**src/rtl/rv32i_pkg.sv**
```systemverilog
// Shared types and constants for the RV32I pipeline control blocks.
package rv32i_pkg;

    // Forwarding select encodings for the EX operand muxes.
    localparam logic [1:0] FWD_RF    = 2'd0;
    localparam logic [1:0] FWD_EXMEM = 2'd1;
    localparam logic [1:0] FWD_MEMWB = 2'd2;

    // Hazard-relevant summary of one in-flight instruction.
    typedef struct packed {
        logic       valid;
        logic [4:0] rd;
        logic       wb_en;
        logic       is_load;
    } stage_tag_t;

    localparam stage_tag_t TAG_BUBBLE = '{valid: 1'b0, rd: 5'd0, wb_en: 1'b0, is_load: 1'b0};

endpackage

```
**src/rtl/hazard_match.sv**
```systemverilog
// Combinational writer match: does one pipeline slot write the given register?
// Register x0 never matches because writes to it are discarded.
module hazard_match (
    input  logic       i_valid,
    input  logic       i_wb_en,
    input  logic [4:0] i_rd,
    input  logic [4:0] i_reg,
    output logic       o_match
);

    assign o_match = i_valid && i_wb_en && (i_rd == i_reg) && (i_reg != 5'd0);

endmodule

```
**src/rtl/hazard_ctrl.sv**
```systemverilog
// Hazard and sequencing controller for the 5-stage RV32I pipeline.
// Tracks the destination of every in-flight instruction in a three-slot shadow
// (IDEX, EXMEM, MEMWB), generates stall/bubble/flush/redirect controls and a
// registered forwarding select for each EX operand.
//
// Handshake: there is no valid/ready pair here; the pipeline registers sample
// the combinational controls on the same rising edge, and a stage advances
// exactly when its stall output is 0 at that edge.
module hazard_ctrl
    import rv32i_pkg::*;
#(
    parameter int FWD_W = 2,
    parameter int CNT_W = 16
) (
    input  logic             clk,
    input  logic             reset,
    input  logic             id_valid,
    input  logic [4:0]       id_rs1,
    input  logic [4:0]       id_rs2,
    input  logic             id_uses_rs1,
    input  logic             id_uses_rs2,
    input  logic [4:0]       id_rd,
    input  logic             id_wb_enable,
    input  logic             id_is_load,
    input  logic             ex_jmp,
    input  logic             ex_is_branch,
    input  logic             ex_comp_true,
    input  logic             mem_busy,
    output logic             stall_pc,
    output logic             stall_if_id,
    output logic             stall_id_ex,
    output logic             stall_ex_mem,
    output logic             flush_if_id,
    output logic             bubble_id_ex,
    output logic             pc_redirect,
    output logic [FWD_W-1:0] fwd_sel_rs1,
    output logic [FWD_W-1:0] fwd_sel_rs2,
    output logic [CNT_W-1:0] cnt_loaduse,
    output logic [CNT_W-1:0] cnt_flush,
    output logic [23:0]      dbg_shadow
);

    stage_tag_t       r_idex;
    stage_tag_t       r_exmem;
    stage_tag_t       r_memwb;
    logic [FWD_W-1:0] r_fwd_rs1;
    logic [FWD_W-1:0] r_fwd_rs2;
    logic [CNT_W-1:0] r_cnt_loaduse;
    logic [CNT_W-1:0] r_cnt_flush;

    logic             w_m_idex_rs1;
    logic             w_m_idex_rs2;
    logic             w_m_exmem_rs1;
    logic             w_m_exmem_rs2;
    logic             w_redirect_cond;
    logic             w_loaduse_cond;
    logic             w_hold;
    logic             w_redirect;
    logic             w_loaduse;
    stage_tag_t       w_id_tag;
    stage_tag_t       w_next_idex;
    logic [FWD_W-1:0] w_fwd_rs1_nxt;
    logic [FWD_W-1:0] w_fwd_rs2_nxt;

    // Writer matches: the two younger slots against both ID sources.
    hazard_match u_m_idex_rs1 (
        .i_valid(r_idex.valid),  .i_wb_en(r_idex.wb_en),  .i_rd(r_idex.rd),
        .i_reg(id_rs1), .o_match(w_m_idex_rs1)
    );
    hazard_match u_m_idex_rs2 (
        .i_valid(r_idex.valid),  .i_wb_en(r_idex.wb_en),  .i_rd(r_idex.rd),
        .i_reg(id_rs2), .o_match(w_m_idex_rs2)
    );
    hazard_match u_m_exmem_rs1 (
        .i_valid(r_exmem.valid), .i_wb_en(r_exmem.wb_en), .i_rd(r_exmem.rd),
        .i_reg(id_rs1), .o_match(w_m_exmem_rs1)
    );
    hazard_match u_m_exmem_rs2 (
        .i_valid(r_exmem.valid), .i_wb_en(r_exmem.wb_en), .i_rd(r_exmem.rd),
        .i_reg(id_rs2), .o_match(w_m_exmem_rs2)
    );

    assign w_redirect_cond = r_idex.valid && (ex_jmp || (ex_is_branch && ex_comp_true));
    assign w_loaduse_cond  = id_valid && r_idex.is_load &&
                             ((id_uses_rs1 && w_m_idex_rs1) || (id_uses_rs2 && w_m_idex_rs2));

    // Priority decision: reset gates everything, then memory hold, redirect, load-use.
    always_comb begin
        w_hold     = 1'b0;
        w_redirect = 1'b0;
        w_loaduse  = 1'b0;
        if (reset) begin
            w_hold = 1'b0;
        end else if (mem_busy) begin
            w_hold = 1'b1;
        end else if (w_redirect_cond) begin
            w_redirect = 1'b1;
        end else if (w_loaduse_cond) begin
            w_loaduse = 1'b1;
        end
    end

    assign stall_pc     = w_hold | w_loaduse;
    assign stall_if_id  = w_hold | w_loaduse;
    assign stall_id_ex  = w_hold;
    assign stall_ex_mem = w_hold;
    assign flush_if_id  = w_redirect;
    assign bubble_id_ex = w_redirect | w_loaduse;
    assign pc_redirect  = w_redirect;

    // Next IDEX contents and forwarding selects for the instruction entering EX.
    always_comb begin
        w_id_tag       = '{valid: id_valid, rd: id_rd, wb_en: id_wb_enable, is_load: id_is_load};
        w_next_idex    = (w_redirect || w_loaduse) ? TAG_BUBBLE : w_id_tag;
        w_fwd_rs1_nxt  = FWD_W'(FWD_RF);
        w_fwd_rs2_nxt  = FWD_W'(FWD_RF);
        if (w_next_idex.valid) begin
            if (id_uses_rs1 && w_m_idex_rs1) begin
                w_fwd_rs1_nxt = FWD_W'(FWD_EXMEM);
            end else if (id_uses_rs1 && w_m_exmem_rs1) begin
                w_fwd_rs1_nxt = FWD_W'(FWD_MEMWB);
            end
            if (id_uses_rs2 && w_m_idex_rs2) begin
                w_fwd_rs2_nxt = FWD_W'(FWD_EXMEM);
            end else if (id_uses_rs2 && w_m_exmem_rs2) begin
                w_fwd_rs2_nxt = FWD_W'(FWD_MEMWB);
            end
        end
    end

    // Shadow slots and forwarding selects advance together unless memory holds.
    always_ff @(posedge clk) begin
        if (reset) begin
            r_idex    <= TAG_BUBBLE;
            r_exmem   <= TAG_BUBBLE;
            r_memwb   <= TAG_BUBBLE;
            r_fwd_rs1 <= '0;
            r_fwd_rs2 <= '0;
        end else if (!w_hold) begin
            r_idex    <= w_next_idex;
            r_exmem   <= r_idex;
            r_memwb   <= r_exmem;
            r_fwd_rs1 <= w_fwd_rs1_nxt;
            r_fwd_rs2 <= w_fwd_rs2_nxt;
        end
    end

    // Saturating event counters.
    always_ff @(posedge clk) begin
        if (reset) begin
            r_cnt_loaduse <= '0;
            r_cnt_flush   <= '0;
        end else begin
            if (w_loaduse && (r_cnt_loaduse != '1)) begin
                r_cnt_loaduse <= r_cnt_loaduse + CNT_W'(1);
            end
            if (w_redirect && (r_cnt_flush != '1)) begin
                r_cnt_flush <= r_cnt_flush + CNT_W'(1);
            end
        end
    end

    assign fwd_sel_rs1 = r_fwd_rs1;
    assign fwd_sel_rs2 = r_fwd_rs2;
    assign cnt_loaduse = r_cnt_loaduse;
    assign cnt_flush   = r_cnt_flush;
    assign dbg_shadow  = {r_memwb, r_exmem, r_idex};

endmodule
```
**config.mk**
```make
export PLATFORM = sky130hd
export DESIGN_NAME = hazard_ctrl
export DESIGN_NICKNAME = d
export VERILOG_FILES = /design/src/rtl/rv32i_pkg.sv /design/src/rtl/hazard_match.sv /design/src/rtl/hazard_ctrl.sv
export SDC_FILE = /design/constraint.sdc
export NUM_CORES = 1
export LEC_CHECK = 0
export ABC_CLOCK_PERIOD_IN_PS = 2600
export CORE_MARGIN = 4
export CORE_UTILIZATION = 25
export CTS_BUF_LIST = sky130_fd_sc_hd__clkbuf_16
export DETAILED_ROUTE_END_ITERATION = 12
export GPL_ROUTABILITY_DRIVEN = 0
export GPL_TIMING_DRIVEN = 0
export SYNTH_ARGS = -nofsm -noshare
export SYNTH_HDL_FRONTEND = slang
export SYNTH_HIERARCHICAL = 1
export SYNTH_SLANG_ARGS = --single-unit
```
**constraint.sdc**
```tcl
create_clock -name clk -period 2.6 [get_ports clk]
set_input_delay 0.52 -clock clk [delete_from_list [all_inputs] [get_ports clk]]
set_output_delay 0.52 -clock clk [all_outputs]
set_load 0.005 [all_outputs]
```
==> results.cfg <==
[setup_path]
crit_family = compound AO/OA/AOI/OAI gates
cp.required_ps = 2080
cp_slowest_stage_delay_ps = 370
crit_fanout = 4
cp-end-kind = output port
slowest_stage = dfxtp_4
r2r_slack_ps = 180
crit_chain = xnor2_2 -> o2111ai_2 -> nor3b_2 -> a22o_2 -> o2111ai_4 -> buf_8 -> buf_6 -> nand2_4 -> buf_6
crit_type = flop to output port
arrival_ps = 2030
cp-start-kind = flop
cpMostUsedCell = buf_6
cp.buffers_inverters = 3

[clock_tree]
cts_tree = done
insertion_delay_ps = 330
numCtsBuffers = 9
cts_max_level = 3
clockBufferDepth = 2
clk_pin_slew_ps = 50
cts_root_buf = clkbuf_16
clock_sink_count = 60

[power]
leakage_nw = 1.67
finalPower_w = 0.00227
power_density_nw_per_um2 = 488
vdd_drop_max_mv = 0.269

[logic_synthesis]
postSynthCellCount = 337
synth_seq_cells = 60
synth_xor_area_frac = 0.0457
ys.flop_type = dfxtp_1
ys_seq_area_frac = 0.391
synth.top_cell.area_share = 0.391
synth_fa_ha_area_frac = 0.00815
yosysUniqueCellTypes = 56
synth_edf_count = 0
synth.avg_cell_area_um2 = 9.11
synth_top_family_by_area = simple AND/OR/NAND/NOR gates
synthesis.nets = 365
async_flop_share = 0
synth-simple-area-share = 0.267
synth-compound-area-share = 0.155
synth.cell_area_um2 = 3070
yosys_warnings = 6
ys_top_cells_by_area = dfxtp_1 39%, mux2i_1 7.2%, xnor2_1 4.6%
yosys.area.top_type = dfxtp_1
synthMuxAreaShare = 0.0938

[placed_design]
post-place-ws_ps = -1270
port-buffer-count = 91
dp.cells = 575
dp_hpwl_mm = 7.21

[drt]
routed_wirelength_mm = 9.94
route.detailed.drc = 0
drtIter0Drc = 161
via_per_inst = 5.22
drt_first_pass_iters = 4
antenna_left = 0
wire_per_inst_um = 16.4
vias = 3162

[timing]
fmax_mhz = 393
rsz0062_at_grt = true
fin_ws_ps = 52.8
drv_slew = 0
setup_violations = 0
hold_viol = 0
tightest_slew_ps = 650
finalSetupTns_ps = 0
fin_crit_ps = 2550
slew_headroom = 0.567
fin_skew_ps = 6.62
min_period_over_period = 0.980

[layout]
num-fill-cells = 1214
instances_no_fill = 606
layout-drive-gt1-share = 0.170
syn_to_final_growth_pct = 52.0
diodes = 0
final_cell_mix = 77 x clkdlybuf4s50_1, 54 x dfxtp_1, 24 x nor2_1, 22 x mux2i_1
final_common_cell = clkdlybuf4s50_1
fin_nets = 484

[floorplan]
fp.coreArea_um2 = 12000
die_x_um = 119
fp-row-count = 40
ioPinCount = 93
dieArea_um2 = 14100
die_h_um = 119
start_util = 0.256

[global_routing]
grt.overflow.total = 0
first_global_vias = 3231
grt_pass1_wl_mm = 16.5
antenna_found_initial = 0
grt_max_degree = 12
globalRouteTotalUtil = 0.145

[worst_hold_path]
hold_class = flop to flop

[run_status]
status = finished clean

[job]
cap_violations = 0
logic make-up after synthesis:
logic type	after synthesis
buffers and inverters	27
AND/OR/NAND/NOR	138
multiplexers	28
flip-flops	60
XOR/XNOR	16
AO/OA/AOI/OAI	66
adder cells (fa/ha/maj)	2
per-stage QoR:
stage               utilization  hold slack (ps)  area [um2]
floorplan                     -              449        3070
global placement          0.347              449        4160
detailed placement        0.347              454        4160
CTS                       0.383              466        4600
global route              0.388              503        4660
finish                    0.388              456        4660
worst register-to-register path, stage by stage, from the launching register on:
cell and delay [ps]:
dfxtp_4 370, buf_6 130, nor4_2 150, o21ai_1 80
nor3b_2 170, a22o_2 250, buf_4 140, buf_4 130
a221oi_2 520, and2_1 240, a32o_1 180
cells in the mapped netlist, drive strengths merged, types with 2 or more instances:
| master | count |
|---|---|
| dfxtp | 60 |
| nor2 | 24 |
| mux2i | 22 |
| nand2 | 21 |
| nand3 | 20 |
| a21oi | 17 |
| xnor2 | 16 |
| nand4 | 14 |
| nor4 | 12 |
| o21ai | 12 |
| inv | 10 |
| nor3 | 9 |
| buf | 8 |
| clkbuf | 8 |
| or4 | 8 |
| nor2b | 7 |
| o31ai | 7 |
| a22o | 6 |
| mux2 | 6 |
| o2111ai | 6 |
| nor3b | 5 |
| nand3b | 4 |
| or3 | 4 |
| and3 | 3 |
| o311ai | 3 |
| o41ai | 3 |
| a32o | 2 |
| a41oi | 2 |
| and2 | 2 |
| and4 | 2 |
| ha | 2 |
flip-flops by register name, summed over array words and instances, names as in the netlist:
name and count:
cnt_flush 16, cnt_loaduse 16, dbg_shadow 24, fwd_sel_rs1 2, fwd_sel_rs2 2
power breakdown:
part / leakage [nW] / switching, W / internal [W]
clock: 0.131 / 0.000390 / 0.000715
combinational: 1.05 / 0.0000922 / 0.000113
sequential: 0.488 / 0.0000285 / 0.000935
metal layers:
layer	vias to the layer above	track usage	routed length, um
li1	1519	-	-
met1	1500	0.178	4400
met2	132	0.236	4640
met3	11	0.0545	769
met4	0	0.0449	133
met5	-	0	0
cell type report:
| class | count | area [um2] | area share |
|---|---|---|---|
| buffer | 15 | 85.1 | 0.0182 |
| multi-input combinational | 250 | 1840 | 0.395 |
| inverter | 11 | 43.8 | 0.00939 |
| tap | 147 | 184 | 0.0394 |
| sequential | 60 | 1220 | 0.261 |
| clock inverter | 5 | 45.0 | 0.00966 |
| clock buffer | 9 | 225 | 0.0483 |
| timing repair buffer | 109 | 1020 | 0.220 |
path summary, 6_finish.rpt:
path                                 end  cells past startpoint                   startpoint
max                         bubble_id_ex                      9   dbg_shadow[3]$_SDFFE_PP0N_
max reg2reg  fwd_sel_rs2[0]$_SDFFE_PP0N_                     10   dbg_shadow[3]$_SDFFE_PP0N_
min reg2reg  fwd_sel_rs2[1]$_SDFFE_PP0N_                      2  fwd_sel_rs2[1]$_SDFFE_PP0N_
min          fwd_sel_rs2[1]$_SDFFE_PP0N_                      2  fwd_sel_rs2[1]$_SDFFE_PP0N_
repair_timing:
item,in CTS,in global routing
hold buffers,0,0
endpoints found under the setup margin,17,9
resized for setup,61,17
buffers inserted,15,3
pin swaps,16,8
Power figures use the tool's default switching activity.
